[config.mk]
export PLATFORM = sky130hd
export DESIGN_NAME = contador_bcd
export DESIGN_NICKNAME = d
export VERILOG_FILES = /design/src/rtl/contador_bcd.sv
export SDC_FILE = /design/constraint.sdc
export NUM_CORES = 1
export LEC_CHECK = 0
export CORE_MARGIN = 2
export CORE_UTILIZATION = 57
export CTS_BUF_LIST = sky130_fd_sc_hd__clkbuf_16
export CTS_CLUSTER_SIZE = 40
export DETAILED_ROUTE_END_ITERATION = 7
export GPL_TIMING_DRIVEN = 1
export HOLD_SLACK_MARGIN = 0.12
export PLACE_DENSITY = 0.81
export RECOVER_POWER = 100
export SLEW_MARGIN = 20
export SYNTH_ARGS = -nofsm -noshare
export SYNTH_HDL_FRONTEND = slang
export SYNTH_SLANG_ARGS = --single-unit
[constraint.sdc]
create_clock -name clk -period 3.1 [get_ports clk]
set_clock_uncertainty 0.05 [all_clocks]
set_input_delay 0.31 -clock clk [delete_from_list [all_inputs] [get_ports clk]]
set_output_delay 0.31 -clock clk [all_outputs]
set_load 0.005 [all_outputs]
[src/rtl/contador_bcd.sv]
// contador_bcd: multi-digit BCD up/down counter with a built-in tick prescaler.
// Feeds the 7-segment decoders directly; nibble i of digits drives HEX display i.
// Priority on each edge is clr > load > step > hold. digits, tick and wrap are
// all registered, so a step taken at an edge becomes visible right after it.
module contador_bcd #(
    parameter int DIGITS   = 4,
    parameter int PRESCALE = 50_000_000
) (
    input  logic                  clk,
    input  logic                  rst_n,
    input  logic                  en,
    input  logic                  up,
    input  logic                  clr,
    input  logic                  load,
    input  logic [4*DIGITS-1:0]   load_val,
    output logic [4*DIGITS-1:0]   digits,
    output logic                  tick,
    output logic                  wrap
);

    // A one-bit prescaler still works for PRESCALE=1: it simply stays at zero.
    localparam int PW = (PRESCALE > 1) ? $clog2(PRESCALE) : 1;
    localparam logic [PW-1:0] PCNT_LAST = PW'(PRESCALE - 1);

    // Limit a loaded nibble to a legal BCD digit so hex values never reach the displays.
    function automatic logic [3:0] bcd_clamp(input logic [3:0] d);
        if (d > 4'd9) begin
            return 4'd9;
        end else begin
            return d;
        end
    endfunction

    // One BCD digit plus one, rolling 9 over to 0.
    function automatic logic [3:0] bcd_inc(input logic [3:0] d);
        if (d >= 4'd9) begin
            return 4'd0;
        end else begin
            return d + 4'd1;
        end
    endfunction

    // One BCD digit minus one, rolling 0 under to 9.
    function automatic logic [3:0] bcd_dec(input logic [3:0] d);
        if (d == 4'd0) begin
            return 4'd9;
        end else begin
            return d - 4'd1;
        end
    endfunction

    logic [PW-1:0]       pcnt_r;
    logic [4*DIGITS-1:0] digits_r;
    logic                tick_r;
    logic                wrap_r;

    logic                step_s;
    logic                carry_s;
    logic [4*DIGITS-1:0] next_s;
    logic [4*DIGITS-1:0] load_clamped_s;

    // Step strobe: the prescaler has reached its last count while enabled.
    always_comb begin
        step_s = en & (pcnt_r == PCNT_LAST);
    end

    // Ripple the +/-1 through the digits; a carry/borrow out of the top digit means wrap.
    always_comb begin
        next_s  = digits_r;
        carry_s = 1'b1;
        for (int i = 0; i < DIGITS; i++) begin
            if (carry_s) begin
                if (up) begin
                    next_s[4*i +: 4] = bcd_inc(digits_r[4*i +: 4]);
                    carry_s          = (digits_r[4*i +: 4] == 4'd9);
                end else begin
                    next_s[4*i +: 4] = bcd_dec(digits_r[4*i +: 4]);
                    carry_s          = (digits_r[4*i +: 4] == 4'd0);
                end
            end else begin
                next_s[4*i +: 4] = digits_r[4*i +: 4];
            end
        end
    end

    // Saturate every nibble of the parallel-load value to 9.
    always_comb begin
        load_clamped_s = '0;
        for (int i = 0; i < DIGITS; i++) begin
            load_clamped_s[4*i +: 4] = bcd_clamp(load_val[4*i +: 4]);
        end
    end

    // Count, prescaler and pulse registers with clr > load > step > hold priority.
    always_ff @(posedge clk or negedge rst_n) begin
        if (!rst_n) begin
            digits_r <= '0;
            pcnt_r   <= '0;
            tick_r   <= 1'b0;
            wrap_r   <= 1'b0;
        end else if (clr) begin
            digits_r <= '0;
            pcnt_r   <= '0;
            tick_r   <= 1'b0;
            wrap_r   <= 1'b0;
        end else if (load) begin
            digits_r <= load_clamped_s;
            pcnt_r   <= '0;
            tick_r   <= 1'b0;
            wrap_r   <= 1'b0;
        end else if (step_s) begin
            digits_r <= next_s;
            pcnt_r   <= '0;
            tick_r   <= 1'b1;
            wrap_r   <= carry_s;
        end else begin
            if (en) begin
                pcnt_r <= pcnt_r + PW'(1);
            end else begin
                pcnt_r <= pcnt_r;
            end
            digits_r <= digits_r;
            tick_r   <= 1'b0;
            wrap_r   <= 1'b0;
        end
    end

    // Outputs come straight from registers.
    assign digits = digits_r;
    assign tick   = tick_r;
    assign wrap   = wrap_r;

endmodule

==> flow_summary.json, run 1 <==
{
  "grt_usage": 0.283,
  "yosysMostFrequentCell": "nor2_1",
  "yosysUniqueCellTypes": 65,
  "grt_pass1_vias": 3136,
  "drt_iter0_markers": 192,
  "cts.clk_slew.worst_paths_ps": 60,
  "rr_worst_depth": 7,
  "synth_top_cell_area_share": 0.325,
  "viasPerCell": 6.30,
  "place_congestion": 0.918,
  "ir_drop_uv": 408,
  "syn_inst": 398,
  "drc": 0,
  "synth_top_cell_by_area": "dfrtp_1",
  "p_total_mw": 1.49,
  "fmax_ghz": 0.360,
  "whs_ps": 499,
  "portBuffers": 39,
  "synth_area_mm2": 0.00339,
  "nFillCells": 507,
  "cts_tree": "done",
  "cts_max_path_buffers": 2,
  "ys_ff_latch": 44,
  "grt_antenna_before_repair": 0,
  "ys_warn_count": 0,
  "final_nets": 471,
  "critical_path.top_delay_family": "compound AO/OA/AOI/OAI gates",
  "first_pass_iters": 5,
  "ios": 40,
  "cts-root-buf": "clkbuf_16",
  "cp.depth": 7,
  "critPathKind": "reg -> reg",
  "synth_fp_nets": 435,
  "arrival_ps": 2940,
  "syn2layout_area_growth_pct": 17.1,
  "postCtsSetupBuffers": 0,
  "avgSynthCellArea_um2": 8.52,
  "clock_sinks": 44,
  "rsz0062_at_grt": "false",
  "finalSetupTns_ps": 0,
  "core_area_mm2": 0.00582,
  "holdCritPathClass": "reg -> reg",
  "via_count": 3214,
  "ys_top_cells_by_area": "dfrtp_1 (32%), ha_1 (5.5%), nor2_1 (5.3%)",
  "cts_made_buffers": 5,
  "synthArstFlopShare": 1.00,
  "slowest_stage": "or3b_2",
  "final_layout_size_suffix_gt1_frac": 0.0690,
  "synth-main-ff-cell": "dfrtp_1",
  "cellPowerDensity_mw_per_mm2": 376,
  "dieArea_mm2": 0.00658,
  "path_cells": "inv_1, ha_1, or3b_2, a221oi_4, nand4_1, a211o_1, a21oi_1",
  "status": "complete, no violations",
  "clk-insertion-delay-late_ps": 290,
  "hpwl_um": 6150,
  "period_needed_ps": 2780,
  "h-tree-depth": 2,
  "final.period_utilization": 0.896,
  "worstSetupStartpointType": "register",
  "yosysSeqAreaShare": 0.325,
  "end_kind": "register",
  "leakage_nw": 1.60,
  "antenna_left": 0,
  "grt_start_max_net_pins": 45,
  "required_ps": 3260,
  "finalHoldViolations": 0,
  "drv_slew": 0,
  "die_y_um": 81.1,
  "wirelength_um": 8560,
  "tightest_slew_ps": 1120,
  "hold_path_depth": 2,
  "rows": 28,
  "synth-edff-count": 0,
  "timing.max_cap.violations": 0,
  "slew_headroom": 0.251,
  "diodes": 0,
  "max_stage_delay_ps": 510,
  "setup_viol": 0,
  "start_util": 0.583,
  "die_width_um": 81.1,
  "gr-total-overflow": 0,
  "cp_max_fo": 8,
  "wl_per_cell_um": 16.8,
  "critPathBufInv": 1,
  "synthTopCellsByCount": "nor2_1 (48), dfrtp_1 (44), nand3_1 (28)",
  "grt_pass1_wl_um": 14600
}
==> cells by family after synthesis <==
logic type	count (synthesis)	synth area share
AOI/OAI and AO/OA	89	0.197
DFF	44	0.325
adders and majority gates	15	0.0554
buffers and inverters	45	0.0528
xor gates and xnor gates	21	0.0543
muxes	7	0.0210
and+or+nand+nor	177	0.294
==> what timing repair did <==
action,in CTS,in global routing
endpoints found under the hold margin,0,44
hold buffers,0,1
resized for setup,0,0
==> cell type report <==
cell class / count / area [um2] / share of cell area
flip-flops and latches: 44 / 1100 / 0.277
clock inverters: 3 / 18.8 / 0.00473
repair buffers: 49 / 459 / 0.116
well taps: 75 / 93.8 / 0.0236
inverters: 25 / 93.8 / 0.0236
multi-input cells: 309 / 2080 / 0.523
clock buffers: 5 / 125 / 0.0315
==> worst reg2reg max path, stage by stage, from the launching register on <==
cell and delay (ps):
dfrtp_1 460, inv_1 140, ha_1 350, or3b_2 510, a221oi_4 370, nand4_1 300, a211o_1 370, a21oi_1 140
==> state kept, by name, indices dropped and copies added (netlist names) <==
signal and count:
pcnt_r 26, digits 16, wrap 1, tick 1
==> final timing paths <==
path	slack, ps	start	to
worst max-delay path	320	digits[4]	digits[15]
worst min-delay path	500	pcnt_r[14]	pcnt_r[14]
worst max register to register	320	digits[4]	digits[15]
worst min register to register	500	pcnt_r[14]	pcnt_r[14]
max in group asynchronous	1600	rst_n	pcnt_r[18]
min in group asynchronous	720	rst_n	pcnt_r[8]
==> per-layer routing <==
layer	up-vias	track usage	wire length, um
met5	-	0	0
met4	0	0.0898	128
met3	13	0.0489	425
met2	115	0.498	4340
met1	1551	0.351	3670
li1	1535	-	-
==> per-stage QoR <==
stage	instances	setup WS, ps	utilization	area [um2]
6_report	510	322	0.682	3970
5_1_grt	510	148	0.682	3970
4_1_cts	509	420	0.687	4000
3_5_place_dp	501	436	0.662	3850
3_3_place_gp	501	499	0.662	3850
2_1_floorplan	398	707	-	3390
==> report_power, final <==
| group | total [mW] | switching [mW] | internal, mW | leakage (nW) |
|---|---|---|---|---|
| sequential | 0.636 | 0.0437 | 0.593 | 0.600 |
| clock | 0.526 | 0.230 | 0.296 | 0.0635 |
| combinational | 0.328 | 0.172 | 0.156 | 0.941 |
| total | 1.49 | 0.446 | 1.04 | 1.60 |
==> placed cells by master, fill, tap and decap left out, types with 9 or more instances in the layout <==
| cell type | n |
|---|---|
| nand2_1 | 21 |
| a21oi_1 | 17 |
| dfrtp_1 | 44 |
| dlygate4sd3_1 | 19 |
| inv_1 | 24 |
| xnor2_1 | 10 |
| nand2b_1 | 13 |
| ha_1 | 15 |
| nand3_1 | 28 |
| o21ai_0 | 14 |
| a211oi_1 | 9 |
| nand4_1 | 15 |
| a31oi_1 | 9 |
| clkdlybuf4s50_1 | 20 |
| nor3_1 | 11 |
| xor2_1 | 11 |
| nor2_1 | 48 |
Note: power is estimated with default switching activity, not from simulation.
==> run 2, diff against run 1 <==
Settings changed: CORE_ASPECT_RATIO set to 1.75, CORE_UTILIZATION 57 to 50, PLACE_DENSITY 0.81 to 0.73, REMOVE_ABC_BUFFERS set to 1.
==> run 2 against run 1 <==
  * The flow now finishes with violations (capacitance limit, slew limit)
  * Sequential share of layout area is 0.18 points lower
  * Final cell count increased by 1.4%
  * Global-route usage decreased by 2.7 points
  * Clock power increased by 17%
  * Sequential cell count is the same
  * Combinational power decreased by 1%
  * Via count increased by 0.44%
  * Utilization is 7.1 points lower
  * First-iteration DRC count is 13% lower
  * Largest power group unchanged
==> flow_summary.json, run 2 (synthesis gave the netlist of run 1 again) <==
{
  "status": "finished with violations",
  "violations": "capacitance limit, slew limit",
  "grt_pass1_wl_um": 15200,
  "min_from": "pcnt_r[25]",
  "instances_no_fill": 517,
  "place_congestion": 0.954,
  "r2r-start": "digits[4]",
  "clk-insertion-delay-late_ps": 290,
  "cts-root-buf": "clkbuf_16",
  "leakage_nw": 1.63,
  "holdCritPathClass": "reg -> reg",
  "cts_resized": 0,
  "final_layout_size_suffix_gt1_frac": 0.0667,
  "finalHoldViolations": 0,
  "postCtsSetupBuffers": 0,
  "tightest_slew_ps": 1500,
  "core_area_mm2": 0.00654,
  "required_ps": 3280,
  "gr-total-overflow": 0,
  "cts_tree": "done",
  "start_util": 0.518,
  "timing.max_cap.violations": 1,
  "finalSetupTns_ps": 0,
  "rows": 39,
  "syn2layout_area_growth_pct": 17.9,
  "cts.clk_slew.worst_paths_ps": 70,
  "seqCellArea_mm2": 0.00110,
  "cts_max_path_buffers": 2,
  "fmax_ghz": 0.369,
  "rr_worst_depth": 7,
  "hpwl_um": 6750,
  "largest-register": "pcnt_r",
  "mostFrequentLayoutCells": "nor2_1 (48), dfrtp_1 (44), nand3_1 (28), inv_1 (24), nand2_1 (21)",
  "final.period_utilization": 0.873,
  "cellPowerDensity_mw_per_mm2": 395,
  "wl_per_cell_um": 17.3,
  "ios": 40,
  "hold_path_depth": 2,
  "die_y_um": 113,
  "rsz0062_at_grt": "false",
  "multi_input_area_mm2": 0.00206,
  "antenna_left": 0,
  "cp_max_fo": 8,
  "grt_antenna_before_repair": 0,
  "dieArea_mm2": 0.00748,
  "final_nets": 471,
  "place_inst": 507,
  "regToRegSetupSlack_ps": 390,
  "p_total_mw": 1.58,
  "first_pass_iters": 5,
  "slew_headroom": -0.00205,
  "holdPathEnd": "pcnt_r[25]",
  "largest_register_ffs": 26,
  "wirelength_um": 8940,
  "die_width_um": 66.2,
  "cts_made_buffers": 5,
  "layout_commonest_cell": "nor2_1",
  "portBuffers": 39,
  "grt_pass1_vias": 3283,
  "viasPerCell": 6.24,
  "arrival_ps": 2890,
  "ir_drop_uv": 250,
  "crit_path_start": "digits[4]",
  "critPathKind": "reg -> reg",
  "period_needed_ps": 2710,
  "drt_iter0_markers": 167,
  "h-tree-depth": 2,
  "diodes": 0,
  "setup_viol": 0,
  "worstSetupStartpointType": "register",
  "r2r-end": "digits[11]",
  "grt_start_max_net_pins": 45,
  "drv_slew": 33,
  "end_kind": "register",
  "nFillCells": 609,
  "via_count": 3228,
  "clock_sinks": 44,
  "grt_usage": 0.256,
  "drc": 0,
  "final_core_util": 0.611
}
run 2: critical path, stage by stage, from the launching register on:
cell and delay, ps:
dfrtp_1 470, inv_1 130, ha_1 310, or3b_2 510
a221oi_4 340, a41oi_1 240, a2111oi_0 440, a31o_1 150
run 2: power breakdown:
part,internal (mW),switching (mW),leakage [nW]
logic,0.154,0.169,0.949
clock network,0.383,0.233,0.0840
registers,0.593,0.0447,0.600
run 2: timing repair:
action,4_1_cts,5_1_grt
hold buffers,0,1
setup endpoints to repair,0,0
endpoints found under the hold margin,0,11
run 2: worst max path at each step:
stage                       endpoint  cells past startpoint
final                     digits[11]                      7
after global routing       digits[3]                      3
after CTS                 digits[15]                      7
after detailed placement  digits[15]                      6
after global placement    digits[15]                      6
after floorplan           digits[11]                      7
run 2: area by class of cell:
type / instances / area share
clock buffer: 5 / 0.0313
timing repair buffer: 49 / 0.117
clock inverter: 3 / 0.0119
multi-input combinational: 309 / 0.515
tap: 82 / 0.0257
inverter: 25 / 0.0235
sequential: 44 / 0.276
run 2: stage by stage:
step,cell area (um2),hold WS [ps],worst slack [ps]
2_1_floorplan,3300,-35.6,707
3_3_place_gp,3850,466,333
3_5_place_dp,3850,469,291
4_1_cts,4030,167,481
5_1_grt,4000,518,162
6_report,4000,486,393
run 2: metal layers:
| metal | GRT usage | vias up | wire [um] |
|---|---|---|---|
| met5 | 0 | - | 0 |
| met4 | 0.156 | 0 | 379 |
| met3 | 0.0368 | 32 | 348 |
| met2 | 0.460 | 110 | 4950 |
| met1 | 0.270 | 1563 | 3260 |
| li1 | - | 1523 | - |
==> run 3, diff against run 2 <==
Settings changed: ABC_AREA set to 0.
==> results of run 3 <==
Same layout as run 2: the final DEF is identical, and so are final timing and power.
==> RTL change (config.mk and constraints of run 2) <==
The parameter `PRESCALE` goes from 50_000_000 to 100_000_000.
--- a/src/rtl/contador_bcd.sv
+++ b/src/rtl/contador_bcd.sv
@@ -4,7 +4,7 @@
 // all registered, so a step taken at an edge becomes visible right after it.
 module contador_bcd #(
     parameter int DIGITS   = 4,
-    parameter int PRESCALE = 50_000_000
+    parameter int PRESCALE = 100_000_000
 ) (
     input  logic                  clk,
     input  logic                  rst_n,
Behaviour: no difference found for any inputs over 10 cycles, from zero or initial values and one cycle with rst_n low; that may be too few to reach the edited logic, so the function may still have changed.
==> RTL change against run 2 <==
Synthesized area up 2.8%; combinational power up 2%; global-route usage increased by 0.65 points; count of clock-buffer cells in the layout unchanged; power shrank 0.13%; die area rose by 2.7%; wire length is 4.8% higher; sequential cell count grew 1; via count grew 1.7%; final area increased by 1.7%; setup slack gained 0.078 ns; critical path type unchanged; largest power group unchanged.
==> RTL change: results (changes against run 2) <==
* Hold Path Sink: pcnt_r[22]
* Synth top area cells: dfrtp_1 32%, nor2_1 5.7%, ha_1 5.0%
* Via Count at 3282 (+1.7%)
* Initial antenna violation count at 0 (unchanged)
* Family with the most delay on the worst path: compound AO/OA/AOI/OAI gates
* Register area share after synthesis at 0.323 (-0.00168)
* Reg-to-Reg End: digits[15]
* Top post-synthesis cells by count: 53 x nor2_1, 45 x dfrtp_1, 30 x a21oi_1
* Fraction of layout cells with a size suffix above 1 at 0.0778 (+0.0111)
* Worst-case reg-to-reg path depth at 7 (unchanged)
* Post-CTS sizing at 0 (unchanged)
* Post-DR wirelength/cell at 17.5 µm (+1.5%)
* WP data arrival at 2.81 ns (-0.08 ns)
* FF-to-FF Start: digits[0]
* Slowest CP cell: or4b_1
* Hold Crit Class: register to register
* Reg2Reg Setup Slack at 0.47 ns (+0.08 ns)
* CTS root buf: clkbuf_16
* Max frequency at 0.380 GHz (+3.0%)
* P_leak at 1.66 nW (+1.9%)
* Pint at 1.13 mW (about the same)
* WHS Path Cells at 1 (-1)
* First-pass GRT wire length at 15500 µm (+2.1%)
* Num CTS Buffers at 5 (unchanged)
* Max FO, Critical Path at 8 (unchanged)
* Drt pass-1 iters at 4 (-1)
* Routability cong. at 0.902 (-5.5%)
* Vias in the first global route at 3265 (-0.55%)
* Hold wc startpoint: pcnt_r[22]
* Synth cell types at 72 (+11%)
* Status: completed
* Largest net degree at the start of global routing at 46 (+2.2%)
* Worst-Margin Slew at 1.15 ns (-0.354 ns)
* Worst ir drop on vdd at 0.403 mV (+61%)
* Gr usage total at 0.262 (+0.00647)
* Pre-CTS setup slack at 0.457 ns (+0.166 ns)
* DRT iter0 DRCs at 240 (+44%)
* Number of flip-flops in the largest register at 27 (+3.8%)
* DP Wirelength at 6920 µm (+2.5%)
* Nets at 485 (+3.0%)
* # port buffers at 39 (unchanged)
* Most flops, register: pcnt_r
* Max incr delay on CP at 0.53 ns (+0.02 ns)
* H-tree levels at 2 (unchanged)
==> RTL change: stage by stage <==
step / total power, mW / instance area, µm² / std cells / hold WS [ns] / util
2_1_floorplan: 0.832 / 3370 / 392 / -0.0356 / -
3_3_place_gp: 0.981 / 3930 / 525 / 0.470 / 0.578
3_5_place_dp: 0.989 / 3930 / 525 / 0.478 / 0.578
4_1_cts: 1.59 / 4090 / 533 / 0.194 / 0.601
5_1_grt: 1.66 / 4060 / 534 / 0.502 / 0.597
6_report: 1.58 / 4060 / 534 / 0.484 / 0.597
==> RTL change: layout make-up <==
class                      count  area, µm²
tap                           84        105
multi-input combinational    326       2120
clock inverter                 3       37.5
inverter                      21       78.8
fill                         655       2740
sequential                    45       1130
timing repair buffer          50        467
clock buffer                   5        125
==> RTL change: cells by family (layout without fill, tap and decap cells) <==
logic type / Yosys count / after routing / share of synthesized area
XOR/XNOR: 19 / 19 / 0.0478
flip-flops: 45 / 45 / 0.323
AO/OA/AOI/OAI: 101 / 101 / 0.207
adder cells (fa/ha/maj): 14 / 14 / 0.0503
buffers and inverters: 40 / 79 / 0.0567
multiplexers: 6 / 6 / 0.0187
AND/OR/NAND/NOR: 186 / 186 / 0.296
==> RTL change: power groups by stage <==
stage                     sequential, mW  combinational [mW]  clock (mW)
after floorplan                    0.648               0.183           0
after global placement             0.653               0.328           0
after detailed placement           0.655               0.334           0
after CTS                          0.644               0.336       0.613
after global routing               0.648               0.365       0.644
final                              0.644               0.329       0.603
==> RTL change: routing by layer <==
layer / global-route usage / vias up / share of wire
met5: 0 / - / 0
met4: 0.0789 / 0 / 0.011
met3: 0.0442 / 7 / 0.031
met2: 0.501 / 77 / 0.57
met1: 0.282 / 1606 / 0.39
li1: - / 1592 / -
